## config.mk

```make
export PLATFORM = sky130hd
export DESIGN_NAME = clkdiv_prog
export DESIGN_NICKNAME = d
export VERILOG_FILES = /design/src/rtl/clkdiv_prog.sv
export SDC_FILE = /design/constraint.sdc
export NUM_CORES = 1
export LEC_CHECK = 0
export BUFFER_PORTS_ARGS = -buffer_cell sky130_fd_sc_hd__buf_4
export CORE_ASPECT_RATIO = 1.75
export CORE_MARGIN = 2
export CORE_UTILIZATION = 30
export CTS_CLUSTER_DIAMETER = 200
export DETAILED_ROUTE_END_ITERATION = 16
export GPL_TIMING_DRIVEN = 1
export PLACE_DENSITY = 0.47
export SYNTH_ARGS = -nofsm -noshare
export SYNTH_HDL_FRONTEND = slang
export SYNTH_SLANG_ARGS = --single-unit
```

## constraint.sdc

```tcl
create_clock -name clk_i -period 13.8 [get_ports clk_i]
set_input_delay 2.07 -clock clk_i [delete_from_list [all_inputs] [get_ports clk_i]]
set_output_delay 2.07 -clock clk_i [all_outputs]
set_load 0.01 [all_outputs]
```

## src/rtl/clkdiv_prog.sv

```systemverilog
// Multi-channel programmable clock-enable divider: per-channel divided square wave
// with fall/rise strobes; new divisors commit only at a period boundary.
module clkdiv_prog #(
  parameter int unsigned NCH     = 4,
  parameter int unsigned W       = 16,
  parameter int unsigned DEF_DIV = 256
) (
  input  logic             clk_i,
  input  logic             rstn_i,
  input  logic [NCH-1:0]   en_i,
  input  logic             sync_i,
  input  logic [NCH-1:0]   load_i,
  input  logic [NCH*W-1:0] div_i,
  output logic [NCH-1:0]   busy_o,
  output logic [NCH-1:0]   dclk_o,
  output logic [NCH-1:0]   tick_o,
  output logic [NCH-1:0]   rise_o
);

  localparam logic [W-1:0] DEF_D = W'(DEF_DIV);

  logic [NCH-1:0][W-1:0] cnt_q, cnt_d;
  logic [NCH-1:0][W-1:0] act_q, act_d;
  logic [NCH-1:0][W-1:0] pend_q, pend_d;
  logic [NCH-1:0]        busy_q, busy_d;
  logic [NCH-1:0]        dclk_q, dclk_d;
  logic [NCH-1:0]        tick_q, tick_d;
  logic [NCH-1:0]        rise_q, rise_d;

  function automatic logic [W-1:0] clamp2(input logic [W-1:0] v);
    return (v < W'(2)) ? W'(2) : v;
  endfunction

  // Per-channel next state: sync beats load-while-idle beats normal counting.
  always_comb begin
    logic [W-1:0] div_c;
    logic [W-1:0] cnt_nxt;
    logic [W-1:0] act_n;
    logic         wrap;
    logic         dclk_n;
    cnt_d  = cnt_q;
    act_d  = act_q;
    pend_d = pend_q;
    busy_d = busy_q;
    dclk_d = dclk_q;
    tick_d = '0;
    rise_d = '0;
    for (int c = 0; c < NCH; c++) begin
      div_c   = clamp2(div_i[c*W +: W]);
      wrap    = (cnt_q[c] == act_q[c] - W'(1));
      cnt_nxt = wrap ? '0 : cnt_q[c] + W'(1);
      act_n   = act_q[c];
      dclk_n  = dclk_q[c];
      if (sync_i) begin
        cnt_d[c]  = '0;
        dclk_d[c] = 1'b0;
        busy_d[c] = 1'b0;
        if (load_i[c]) begin
          act_d[c]  = div_c;
          pend_d[c] = div_c;
        end else if (busy_q[c]) begin
          act_d[c] = pend_q[c];
        end
      end else if (load_i[c] && !en_i[c]) begin
        act_d[c]  = div_c;
        pend_d[c] = div_c;
        cnt_d[c]  = '0;
        dclk_d[c] = 1'b0;
        busy_d[c] = 1'b0;
      end else if (en_i[c]) begin
        if (load_i[c]) pend_d[c] = div_c;
        if (wrap) begin
          // A load landing on the wrap edge commits directly.
          if (load_i[c])      act_n = div_c;
          else if (busy_q[c]) act_n = pend_q[c];
          busy_d[c] = 1'b0;
        end else begin
          busy_d[c] = busy_q[c] | load_i[c];
        end
        dclk_n    = (cnt_nxt >= (act_n >> 1));
        act_d[c]  = act_n;
        cnt_d[c]  = cnt_nxt;
        dclk_d[c] = dclk_n;
        tick_d[c] = wrap;
        rise_d[c] = !dclk_q[c] && dclk_n;
      end
    end
  end

  always_ff @(posedge clk_i or negedge rstn_i) begin
    if (!rstn_i) begin
      cnt_q  <= '0;
      act_q  <= {NCH{DEF_D}};
      pend_q <= {NCH{DEF_D}};
      busy_q <= '0;
      dclk_q <= '0;
      tick_q <= '0;
      rise_q <= '0;
    end else begin
      cnt_q  <= cnt_d;
      act_q  <= act_d;
      pend_q <= pend_d;
      busy_q <= busy_d;
      dclk_q <= dclk_d;
      tick_q <= tick_d;
      rise_q <= rise_d;
    end
  end

  assign busy_o = busy_q;
  assign dclk_o = dclk_q;
  assign tick_o = tick_q;
  assign rise_o = rise_q;

endmodule

```

==> flow_summary.ini <==
[run_status]
run_status = complete, no violations

[power]
leakagePower_nw = 7.84
switching_share_of_power_pct = 32.5
total_switching_power_uw = 636
power_frac_comb_pct = 22.7
power.clock.fraction_pct = 38.6
p_int_mw = 1.32
irDropWorstVdd_mv = 0.0998
power_frac_seq_pct = 38.8
powerDensity_nw_per_um2 = 106

[drt]
drt_iter0_markers = 902
vias_per_cell = 5.60
detail_route.drc_violations = 0
drt_first_pass_iters = 5
detailroute.via_count = 15000
antenna_violating_nets_post_route = 0
wirelength_mm = 56.5
avgRoutedWirePerCell_um = 21.1

[synthesis]
synth.area.top_cells = sky130_fd_sc_hd__dfrtp_1 (30%), sky130_fd_sc_hd__ha_1 (5.1%), sky130_fd_sc_hd__o21ai_0 (4.6%)
synthDominantCellAreaShare_pct = 30.3
syn_area_per_cell_um2 = 8.34
synth-edff-count = 0
synth_adder_area_share_pct = 5.15
yosys_warnings = 0
mappedNetlistArea_um2 = 16500
cell_taking_the_most_area_after_synthesis = sky130_fd_sc_hd__dfrtp_1
synth_fp_nets = 2126
postSynth.topFlopCell = sky130_fd_sc_hd__dfrtp_1
async_flop_share_pct = 100
netlist_instances = 1983
synthXorXnorAreaFrac_pct = 7.10
post_synth_mux_area_share_pct = 6.24
synth.lib_cells_used.distinct = 88
post_synth_and_or_nand_nor_area_fraction_pct = 18.7
seq_area_frac_synth_pct = 31.5
combinational_family_with_the_most_area_after_synthesis = compound AO/OA/AOI/OAI gates
synth_compound_area_share_pct = 25.0
ys_ff_latch = 208

[clock_network]
cts-root-to-sink-buffers = 3
cts.sinks = 208
cts-buffers-inserted = 25
cts-resized-gates = 0
tritoncts = done
later_pin_clock_latency_in_the_skew_report_ps = 550
htree_levels = 1
cts_setup_buffers = 0
cts-root-buf = sky130_fd_sc_hd__clkbuf_16
ctsHoldBuffers = 0
clk_pin_slew_worst_paths_ps = 70

[grt]
grt_overflow_total = 0
grt_start_max_net_pins = 107
antenna_violations_before_repair = 2
global_route.usage.total_pct = 19.6
vias_in_the_first_global_route = 15300
grt_first_pass_wirelength_mm = 88.1

[die]
num_ports = 91
design.core.area_um2 = 54400
placement_rows = 113
initial_utilization_pct = 30.4
floorplan.die_area_um2 = 57100
dieWidth_um = 181
die_h_um = 315

[worst_hold_path]
holdCritPathClass = reg -> reg

[critical_path]
path_class = reg -> reg
cp-start-kind = register
critical_path_arrival_ps = 6390
timing.critical_path.fanout_max = 24
end_kind = register
worstPathRequired_ps = 14240

[run]
drv.max_cap_violation_count = 0

[placement]
placement.io_buffers = 90
placement.setup.worst_slack_ps = 7880
gpl.final_weighted_congestion = 0.900
dp_hpwl_mm = 41.8

[sta]
final.period_utilization_pct = 43.1
final-hold-violation-count = 0
final.setup.worst_slack_ps = 7850
final.min_clock_period_ps = 5950
max_freq_ghz = 0.168
setup_viol = 0
grt_setup_unrepaired = false
fin_tns_setup_ps = 0
slew_violations = 0
finalClockSkew_ps = 11.0
max-slew-margin-rel_pct = 17.4
worst_pin_slew_ps = 1230

[cells_and_area]
postLayoutCoreUtil_pct = 34.0
drive_gt1_share_pct = 11.6
nNetsFinal = 2110
area_growth_syn_to_layout_pct = 12.1
antennaDiodeCount = 0
[cell usage after synthesis, drive strengths merged, types with 14 or more instances]
cell	n
a31oi	47
buf	48
xnor2	86
ha	68
clkbuf	108
xor2	48
nor2b	20
a22o	22
o31ai	14
a2bb2oi	20
nor3	42
nand4	20
o2bb2ai	18
mux2	32
o21a	51
a21o	27
and3	19
o21ai	155
a21oi	104
mux2i	67
nand2b	25
inv	95
nand3	54
nor4	37
nor2	183
a22oi	17
or4	17
a211oi	18
dfrtp	200
nand2	126
[worst paths after layout]
check	slack (ps)	cells past startpoint	to	startpoint
setup / recovery	7850	18	dclk_o[0]	act_q[1]
hold / removal	470	2	pend_q[56]	pend_q[56]
setup reg to reg	7850	18	dclk_o[0]	act_q[1]
hold reg to reg	470	2	pend_q[56]	pend_q[56]
max in group asynchronous	10130	3	pend_q[42]	rstn_i
min in group asynchronous	1560	1	pend_q[5]	rstn_i
[critical path: stages (launching register included)]
cell,delay [ps]
sky130_fd_sc_hd__dfrtp_1,420
sky130_fd_sc_hd__inv_1,130
sky130_fd_sc_hd__ha_1,290
sky130_fd_sc_hd__or4b_1,640
sky130_fd_sc_hd__xnor2_1,210
sky130_fd_sc_hd__a2bb2oi_1,180
sky130_fd_sc_hd__o32ai_1,100
sky130_fd_sc_hd__o21ai_1,610
sky130_fd_sc_hd__or2_1,620
sky130_fd_sc_hd__buf_4,430
sky130_fd_sc_hd__and2_1,230
sky130_fd_sc_hd__ha_1,240
sky130_fd_sc_hd__a21o_1,150
sky130_fd_sc_hd__a21o_1,170
sky130_fd_sc_hd__a2111oi_0,710
sky130_fd_sc_hd__o211ai_1,200
sky130_fd_sc_hd__a31oi_1,210
sky130_fd_sc_hd__a21oi_1,110
sky130_fd_sc_hd__a21o_1,160
[stage by stage]
step / instances / total power [mW] / instance area, um^2 / hold WS [ps]
6_report: 2675 / 1.96 / 18500 / 473
5_1_grt: 2675 / 2.06 / 18500 / 499
4_1_cts: 2675 / 1.98 / 18500 / 474
3_5_place_dp: 2630 / 1.21 / 17600 / 460
3_3_place_gp: 2630 / 1.20 / 17600 / 458
2_1_floorplan: 1983 / 1.06 / 16500 / 448
[cell families (layout without fill, tap and decap cells)]
logic type | Yosys count | count (layout)
flops | 208 | 208
simple gates | 612 | 612
compound gates | 609 | 609
xor+xnor | 134 | 134
mux | 99 | 99
fa+ha+maj | 68 | 68
buf+inv | 253 | 255
[power by group through the flow]
stage                     Sequential (mW)  Combinational (mW)  Clock [mW]
after CTS                           0.758               0.445       0.780
after global placement              0.767               0.437           0
after floorplan                     0.707               0.352           0
after detailed placement            0.769               0.444           0
final                               0.758               0.444       0.754
after global routing                0.767               0.495       0.798
[per-layer routing]
layer / up-vias / share of wire (%) / GRT usage [%]
li1: 7168 / - / -
met1: 7341 / 38 / 21.2
met2: 341 / 53 / 37.4
met3: 138 / 3.1 / 2.01
met4: 4 / 5.1 / 10.1
met5: - / 0.041 / 0
[final cells by class]
class                   count  area, um^2
fillers                  5571       35900
multi-input cells        1522       10300
flip-flops and latches    208        5220
well taps                 690         863
repair buffers            113         856
clock buffers              36         777
inverters                  97         364
clock inverters             9         149
[flip-flops by register name, summed over array words and instances, names as in the netlist]
name,count
tick_o,4
dclk_o,4
pend_q,64
busy_o,4
cnt_q,64
rise_o,4
act_q,64
[placed cells by master (no fill, tap or decap), types with 9 or more instances in the layout]
| cell | Yosys | layout |
|---|---|---|
| sky130_fd_sc_hd__o21a_1 | 51 | 51 |
| sky130_fd_sc_hd__o21ai_0 | 151 | 151 |
| sky130_fd_sc_hd__and3_1 | 18 | 18 |
| sky130_fd_sc_hd__o31ai_1 | 14 | 14 |
| sky130_fd_sc_hd__nand2_1 | 126 | 126 |
| sky130_fd_sc_hd__ha_1 | 68 | 68 |
| sky130_fd_sc_hd__a21oi_1 | 103 | 103 |
| sky130_fd_sc_hd__a21o_1 | 27 | 27 |
| sky130_fd_sc_hd__clkbuf_16 | 0 | 25 |
| sky130_fd_sc_hd__clkbuf_8 | 0 | 11 |
| sky130_fd_sc_hd__mux2_2 | 30 | 30 |
| sky130_fd_sc_hd__inv_1 | 94 | 94 |
| sky130_fd_sc_hd__and2_1 | 11 | 10 |
| sky130_fd_sc_hd__dfrtp_1 | 200 | 200 |
| sky130_fd_sc_hd__nor3_1 | 41 | 41 |
| sky130_fd_sc_hd__xnor2_1 | 86 | 86 |
| sky130_fd_sc_hd__a22o_1 | 22 | 22 |
| sky130_fd_sc_hd__nand2b_1 | 25 | 25 |
| sky130_fd_sc_hd__o221ai_1 | 9 | 9 |
| sky130_fd_sc_hd__a211oi_1 | 18 | 18 |
| sky130_fd_sc_hd__nand4_1 | 20 | 20 |
| sky130_fd_sc_hd__xor2_1 | 48 | 48 |
| sky130_fd_sc_hd__nor2b_1 | 20 | 20 |
| sky130_fd_sc_hd__nor2_1 | 183 | 182 |
| sky130_fd_sc_hd__or4_1 | 17 | 17 |
| sky130_fd_sc_hd__a21boi_0 | 11 | 11 |
| sky130_fd_sc_hd__mux2i_1 | 67 | 67 |
| sky130_fd_sc_hd__a22oi_1 | 17 | 17 |
| sky130_fd_sc_hd__nor4_1 | 34 | 32 |
| sky130_fd_sc_hd__or3_1 | 13 | 13 |
| sky130_fd_sc_hd__o2bb2ai_1 | 18 | 18 |
| sky130_fd_sc_hd__nand3_1 | 54 | 54 |
| sky130_fd_sc_hd__buf_4 | 2 | 112 |
| sky130_fd_sc_hd__a31oi_1 | 47 | 47 |
| sky130_fd_sc_hd__a2bb2oi_1 | 20 | 20 |
| sky130_fd_sc_hd__o211a_1 | 9 | 9 |
| sky130_fd_sc_hd__or2_2 | 9 | 9 |
(Power assumes the default switching activity.)
